## src/rtl/alu_arbiter_pkg.sv

```systemverilog
// Shared opcode values, FSM state encoding and helpers for alu_arbiter and alu.
package alu_arbiter_pkg;

    localparam int OC_WIDTH       = 4;
    localparam int OC_ILLEGAL_BIT = 3;

    localparam logic [OC_WIDTH-1:0] OC_ADD = 4'd0;
    localparam logic [OC_WIDTH-1:0] OC_SUB = 4'd1;
    localparam logic [OC_WIDTH-1:0] OC_MUL = 4'd2;
    localparam logic [OC_WIDTH-1:0] OC_DIV = 4'd3;
    localparam logic [OC_WIDTH-1:0] OC_NOT = 4'd4;
    localparam logic [OC_WIDTH-1:0] OC_XOR = 4'd5;
    localparam logic [OC_WIDTH-1:0] OC_OR  = 4'd6;
    localparam logic [OC_WIDTH-1:0] OC_AND = 4'd7;

    typedef enum logic [1:0] {
        ST_IDLE = 2'd0,
        ST_EXEC = 2'd1,
        ST_RESP = 2'd2
    } state_t;

    // Opcodes with the top bit set have no ALU operation behind them.
    function automatic logic oc_is_illegal(input logic [OC_WIDTH-1:0] oc);
        return oc[OC_ILLEGAL_BIT];
    endfunction

endpackage

```

## src/rtl/alu.sv

```systemverilog
// Combinational ALU: eight operations selected by a 4-bit opcode, results truncated to DATA_WIDTH.
module alu
    import alu_arbiter_pkg::*;
#(
    parameter int DATA_WIDTH = 16
) (
    input  logic [OC_WIDTH-1:0]   oc_i,
    input  logic [DATA_WIDTH-1:0] a_i,
    input  logic [DATA_WIDTH-1:0] b_i,
    output logic [DATA_WIDTH-1:0] f_o
);

    // Opcode decode; divide by zero and illegal opcodes produce 0 rather than X.
    always_comb begin
        // NOTE: every output of an always_comb gets a default first so no path leaves it unassigned and infers a latch.
        f_o = '0;
        case (oc_i)
            OC_ADD:  f_o = a_i + b_i;
            OC_SUB:  f_o = a_i - b_i;
            OC_MUL:  f_o = a_i * b_i;
            OC_DIV:  f_o = (b_i == '0) ? '0 : a_i / b_i;
            OC_NOT:  f_o = ~a_i;
            OC_XOR:  f_o = a_i ^ b_i;
            OC_OR:   f_o = a_i | b_i;
            OC_AND:  f_o = a_i & b_i;
            default: f_o = '0;
        endcase
    end

endmodule

```

## src/rtl/alu_arbiter.sv

```systemverilog
// Round-robin arbiter sharing one alu between two requesters; one operation in flight at a time.
module alu_arbiter
    import alu_arbiter_pkg::*;
#(
    parameter int DATA_WIDTH = 16
) (
    input  logic                  clk,
    input  logic                  rst_n,
    input  logic                  req0_valid,
    output logic                  req0_ready,
    input  logic [OC_WIDTH-1:0]   req0_oc,
    input  logic [DATA_WIDTH-1:0] req0_a,
    input  logic [DATA_WIDTH-1:0] req0_b,
    input  logic                  req1_valid,
    output logic                  req1_ready,
    input  logic [OC_WIDTH-1:0]   req1_oc,
    input  logic [DATA_WIDTH-1:0] req1_a,
    input  logic [DATA_WIDTH-1:0] req1_b,
    output logic                  rsp_valid,
    input  logic                  rsp_ready,
    output logic                  rsp_id,
    output logic [DATA_WIDTH-1:0] rsp_f,
    output logic                  rsp_err,
    output logic                  busy
);

    state_t                state_q, state_d;
    logic                  last_id_q, last_id_d;
    logic [OC_WIDTH-1:0]   oc_q, oc_d;
    logic [DATA_WIDTH-1:0] a_q, a_d;
    logic [DATA_WIDTH-1:0] b_q, b_d;
    logic                  id_q, id_d;
    logic [DATA_WIDTH-1:0] rsp_f_q, rsp_f_d;
    logic                  rsp_err_q, rsp_err_d;
    logic                  rsp_id_q, rsp_id_d;

    logic                  any_valid;
    logic                  grant_id;
    logic                  accept;
    logic                  exec_err;
    logic [DATA_WIDTH-1:0] alu_f;

    // With both requesters valid the one that did not win last time gets the grant.
    assign any_valid = req0_valid | req1_valid;
    assign grant_id  = (req0_valid && req1_valid) ? ~last_id_q : req1_valid;
    assign accept    = (state_q == ST_IDLE) && any_valid;

    // Readies are masked by rst_n so nothing looks accepted while reset is held.
    assign req0_ready = accept && rst_n && !grant_id;
    assign req1_ready = accept && rst_n && grant_id;

    assign rsp_valid = (state_q == ST_RESP);
    assign busy      = (state_q != ST_IDLE);
    assign rsp_f     = rsp_f_q;
    assign rsp_err   = rsp_err_q;
    assign rsp_id    = rsp_id_q;

    // Divide by zero overrides the alu output just like an illegal opcode.
    assign exec_err = oc_is_illegal(oc_q) || ((oc_q == OC_DIV) && (b_q == '0));

    alu #(
        .DATA_WIDTH(DATA_WIDTH)
    ) u_alu (
        .oc_i(oc_q),
        .a_i (a_q),
        .b_i (b_q),
        .f_o (alu_f)
    );

    // FSM state register.
    always_ff @(posedge clk or negedge rst_n) begin
        // NOTE: sequential state uses non-blocking assignments so every register samples pre-edge values.
        if (!rst_n) state_q <= ST_IDLE;
        else        state_q <= state_d;
    end

    // FSM next state: IDLE -> EXEC on grant, EXEC -> RESP, RESP holds until the consumer takes the result.
    always_comb begin
        state_d = state_q;
        case (state_q)
            ST_IDLE: if (any_valid) state_d = ST_EXEC;
            ST_EXEC: state_d = ST_RESP;
            ST_RESP: if (rsp_ready) state_d = ST_IDLE;
            default: state_d = ST_IDLE;
        endcase
    end

    // Operand capture and round-robin pointer, loaded only in the accept cycle.
    always_comb begin
        oc_d      = oc_q;
        a_d       = a_q;
        b_d       = b_q;
        id_d      = id_q;
        last_id_d = last_id_q;
        if (accept) begin
            oc_d      = grant_id ? req1_oc : req0_oc;
            a_d       = grant_id ? req1_a  : req0_a;
            b_d       = grant_id ? req1_b  : req0_b;
            id_d      = grant_id;
            last_id_d = grant_id;
        end
    end

    // Result registers, loaded from the alu in EXEC and held through RESP.
    always_comb begin
        rsp_f_d   = rsp_f_q;
        rsp_err_d = rsp_err_q;
        rsp_id_d  = rsp_id_q;
        if (state_q == ST_EXEC) begin
            rsp_err_d = exec_err;
            rsp_f_d   = exec_err ? '0 : alu_f;
            rsp_id_d  = id_q;
        end
    end

    // Datapath registers; last_id resets to 1 so requester 0 wins the first contested grant.
    always_ff @(posedge clk or negedge rst_n) begin
        if (!rst_n) begin
            // NOTE: operand registers are reset too, so the alu never sees X inputs after reset.
            oc_q      <= '0;
            a_q       <= '0;
            b_q       <= '0;
            id_q      <= 1'b0;
            last_id_q <= 1'b1;
            rsp_f_q   <= '0;
            rsp_err_q <= 1'b0;
            rsp_id_q  <= 1'b0;
        end else begin
            oc_q      <= oc_d;
            a_q       <= a_d;
            b_q       <= b_d;
            id_q      <= id_d;
            last_id_q <= last_id_d;
            rsp_f_q   <= rsp_f_d;
            rsp_err_q <= rsp_err_d;
            rsp_id_q  <= rsp_id_d;
        end
    end

endmodule

```

## config.mk

```make
export PLATFORM = sky130hd
export DESIGN_NAME = alu_arbiter
export DESIGN_NICKNAME = d
export VERILOG_FILES = /design/src/rtl/alu_arbiter_pkg.sv /design/src/rtl/alu.sv /design/src/rtl/alu_arbiter.sv
export SDC_FILE = /design/constraint.sdc
export NUM_CORES = 1
export LEC_CHECK = 0
export BUFFER_PORTS_ARGS = -buffer_cell sky130_fd_sc_hd__buf_2
export CAP_MARGIN = 20
export CORE_ASPECT_RATIO = 1.75
export CORE_MARGIN = 2
export CORE_UTILIZATION = 30
export CTS_BUF_LIST = sky130_fd_sc_hd__clkbuf_2 sky130_fd_sc_hd__clkbuf_4 sky130_fd_sc_hd__clkbuf_8
export DETAILED_ROUTE_END_ITERATION = 7
export SETUP_SLACK_MARGIN = 0.05
export SLEW_MARGIN = 0
export SYNTH_ARGS = -nofsm -noshare
export SYNTH_HDL_FRONTEND = slang
export SYNTH_SLANG_ARGS = --single-unit
```

## constraint.sdc

```tcl
create_clock -name clk -period 37.7 [get_ports clk]
set_input_delay 7.54 -clock clk [delete_from_list [all_inputs] [get_ports clk]]
set_output_delay 7.54 -clock clk [all_outputs]
set_load 0.03 [all_outputs]
```

==> flow_summary.toml <==
[cells_and_area]
layout_commonest_cell = "ha_1"
syn_to_final_growth_pct = 10.1
antennaDiodeCount = 0
postLayoutCoreUtil_pct = 33.4
layout_common_cells = "ha_1 (236), nor2_1 (199), nand2_1 (189), inv_1 (171), a21oi_1 (142)"
fin_nets = 2406
drive_gt1_share_pct = 11.1

[hold_path]
min_path_cells = 2
hold_end = "rsp_f[12]$_DFFE_PN0N_"
min_path_type = "reg2reg"
min_from = "rsp_f[12]$_DFFE_PN0N_"

[flow_run]
maxCapViolations = 0

[worst_setup_path]
crit_buf_inv = 4
rr_endpoint = "rsp_f[0]$_DFFE_PN0N_"
path_common_cell = "ha_1"
critPathRequiredTime_ps = 37920
start_kind = "flop"
cp.arrival_ps = 30680
r2r_cells = 113
rrSetupSlack_ps = 7240
crit_type = "reg2reg"
slowest_delay_ps = 850
path_max_fanout = 21
end_kind = "flop"
r2r-start = "b_q[12]$_DFFE_PN0P_"
slowest_stage = "a31oi_1"
path_delay_family = "compound AO/OA/AOI/OAI gates"

[cts]
cts_hold_buf = 0
clk_pin_slew_ps = 100
cts_buffer_depth = 2
root_buffer = "clkbuf_8"
postCtsSetupBuffers = 0
cts.repair.resized = 0
cts_sinks = 58
cts_tree = "done"
cts_buffers = 9
htreeDepth = 3
worstSkewPairLatency_ps = 390

[routing]
drc = 0
drt_iter0_markers = 781
first_pass_iters = 6
via_per_inst = 5.62
wirelength_um = 57100
wire_per_inst_um = 21.3
vias = 15000
drtAntennaViolNets = 0

[die]
initial_core_util_pct = 30.4
dieArea_um2 = 52200
core_um2 = 49700
die_x_um = 174
num_rows = 108
die_h_um = 301
io_pins = 99

[logic_synthesis]
yosysTopAreaCellShare_pct = 19.6
synthesis.nets = 2344
synth_area_um2 = 15100
ys_seq_area_share_pct = 9.62
ys_top_cells_by_area = "ha_1 (20%), fa_1 (11%), dfrtp_1 (9.4%)"
ys_types = 83
synth_ff_type = "dfrtp_1"
synth_cells = 1950
synth_edf_count = 0
ys_ff_latch = 58
ys_async_sr_fraction_pct = 100
avgSynthCellArea_um2 = 7.75
yosys_warnings = 0
synth_area_leader_cell = "ha_1"

[sta]
tns_ps = 0
fin_crit_ps = 30460
rsz0062_at_grt = "no"
drv_slew = 0
skew_ps = 25.9
slew_headroom_pct = 26.3
fmax_ghz = 0.0328
period_share_pct = 80.8
worstMarginPinSlew_ps = 1080
setup_viol = 0
hold_slack_ps = 482
final-hold-violation-count = 0

[global_route]
grt-ovfl-total = 0
grt_pass1_wl_um = 88100
grtUsageTotal_pct = 21.9
grt_pass1_vias = 15800
antenna_found_initial = 1
grt_start_max_net_pins = 75

[status]
status = "finished clean"

[place]
gp_congestion = 0.946
io_buffers = 98
dpl.hpwl_um = 45100
## routing by layer
metal  GRT usage [%]  up-vias  routed length (µm)
met2            40.4      682               28500
met1            20.9     7089               19400
met3            2.56      281                2760
li1                -     6991                   -
met4            20.7        2                6450
met5               0        -                  12
## logic make-up after synthesis
group / count (synthesis) / share of synthesized area [%]
simple gates: 613 / 19.0
compound gates: 489 / 21.3
fa+ha+maj: 317 / 30.3
buf+inv: 262 / 6.60
xor+xnor: 135 / 7.83
mux: 76 / 5.30
flops: 58 / 9.62
## worst reg2reg max path: cells and delay by family (launching register included)
kind / cells / cell delay, ps
flip-flops: 1 / 520
adder cells (fa/ha/maj): 15 / 4450
AND/OR/NAND/NOR: 31 / 6990
multiplexers: 5 / 2090
AO/OA/AOI/OAI: 58 / 15640
buffers and inverters: 4 / 630
## Yosys cell counts (all sizes together), types with 17 or more instances
library cell and count:
clkbuf 71, a21oi 142, o21ai 96, xnor2 79, o211ai 25, inv 173
nand2b 21, xor2 56, ha 236, o21a 27, a31oi 25, mux2 29
nor2 200, and2 19, a221oi 21, nor3 45, mux2i 47, dfrtp 57
a21o 39, nand2 189, or2 17, or3 21, fa 81, nand3 32
## flip-flops by register name (all words and copies together) (netlist names)
register	cells
oc_q	4
a_q	16
id_q	1
rsp_id	1
state_q	2
rsp_f	16
last_id_q	1
rsp_err	1
b_q	16
## through the flow
| stage | area, µm² | worst slack (ps) | instances |
|---|---|---|---|
| after detailed placement | 16400 | 7050 | 2658 |
| after CTS | 16600 | 6970 | 2673 |
| after floorplan | 15100 | 11400 | 1950 |
| after global routing | 16600 | 4780 | 2676 |
| final | 16600 | 7240 | 2676 |
| after global placement | 16400 | 7740 | 2658 |
## cell type report
class                      instances  area [µm²]
fill                            5371       33100
multi-input combinational       1630       12700
tap                              660         826
sequential                        58        1450
inverter                         175         657
timing repair buffer             138         792
clock buffer                      10         138
clock inverter                     5        55.1
## how the worst max path moves through the flow
stage / start / to / slack [ps] / depth (start not counted)
floorplan: b_q[11]$_DFFE_PN0P_ / rsp_f[0]$_DFFE_PN0N_ / 11400 / 117
global placement: b_q[12]$_DFFE_PN0P_ / rsp_f[0]$_DFFE_PN0N_ / 7740 / 112
detailed placement: b_q[12]$_DFFE_PN0P_ / rsp_f[0]$_DFFE_PN0N_ / 7050 / 113
CTS: b_q[12]$_DFFE_PN0P_ / rsp_f[0]$_DFFE_PN0N_ / 6970 / 114
global route: b_q[11]$_DFFE_PN0P_ / rsp_f[0]$_DFFE_PN0N_ / 4780 / 116
finish: b_q[12]$_DFFE_PN0P_ / rsp_f[0]$_DFFE_PN0N_ / 7240 / 113
Power is not shown: default switching activity piles up to over one toggle a cycle in this logic, so the estimate is an artifact.
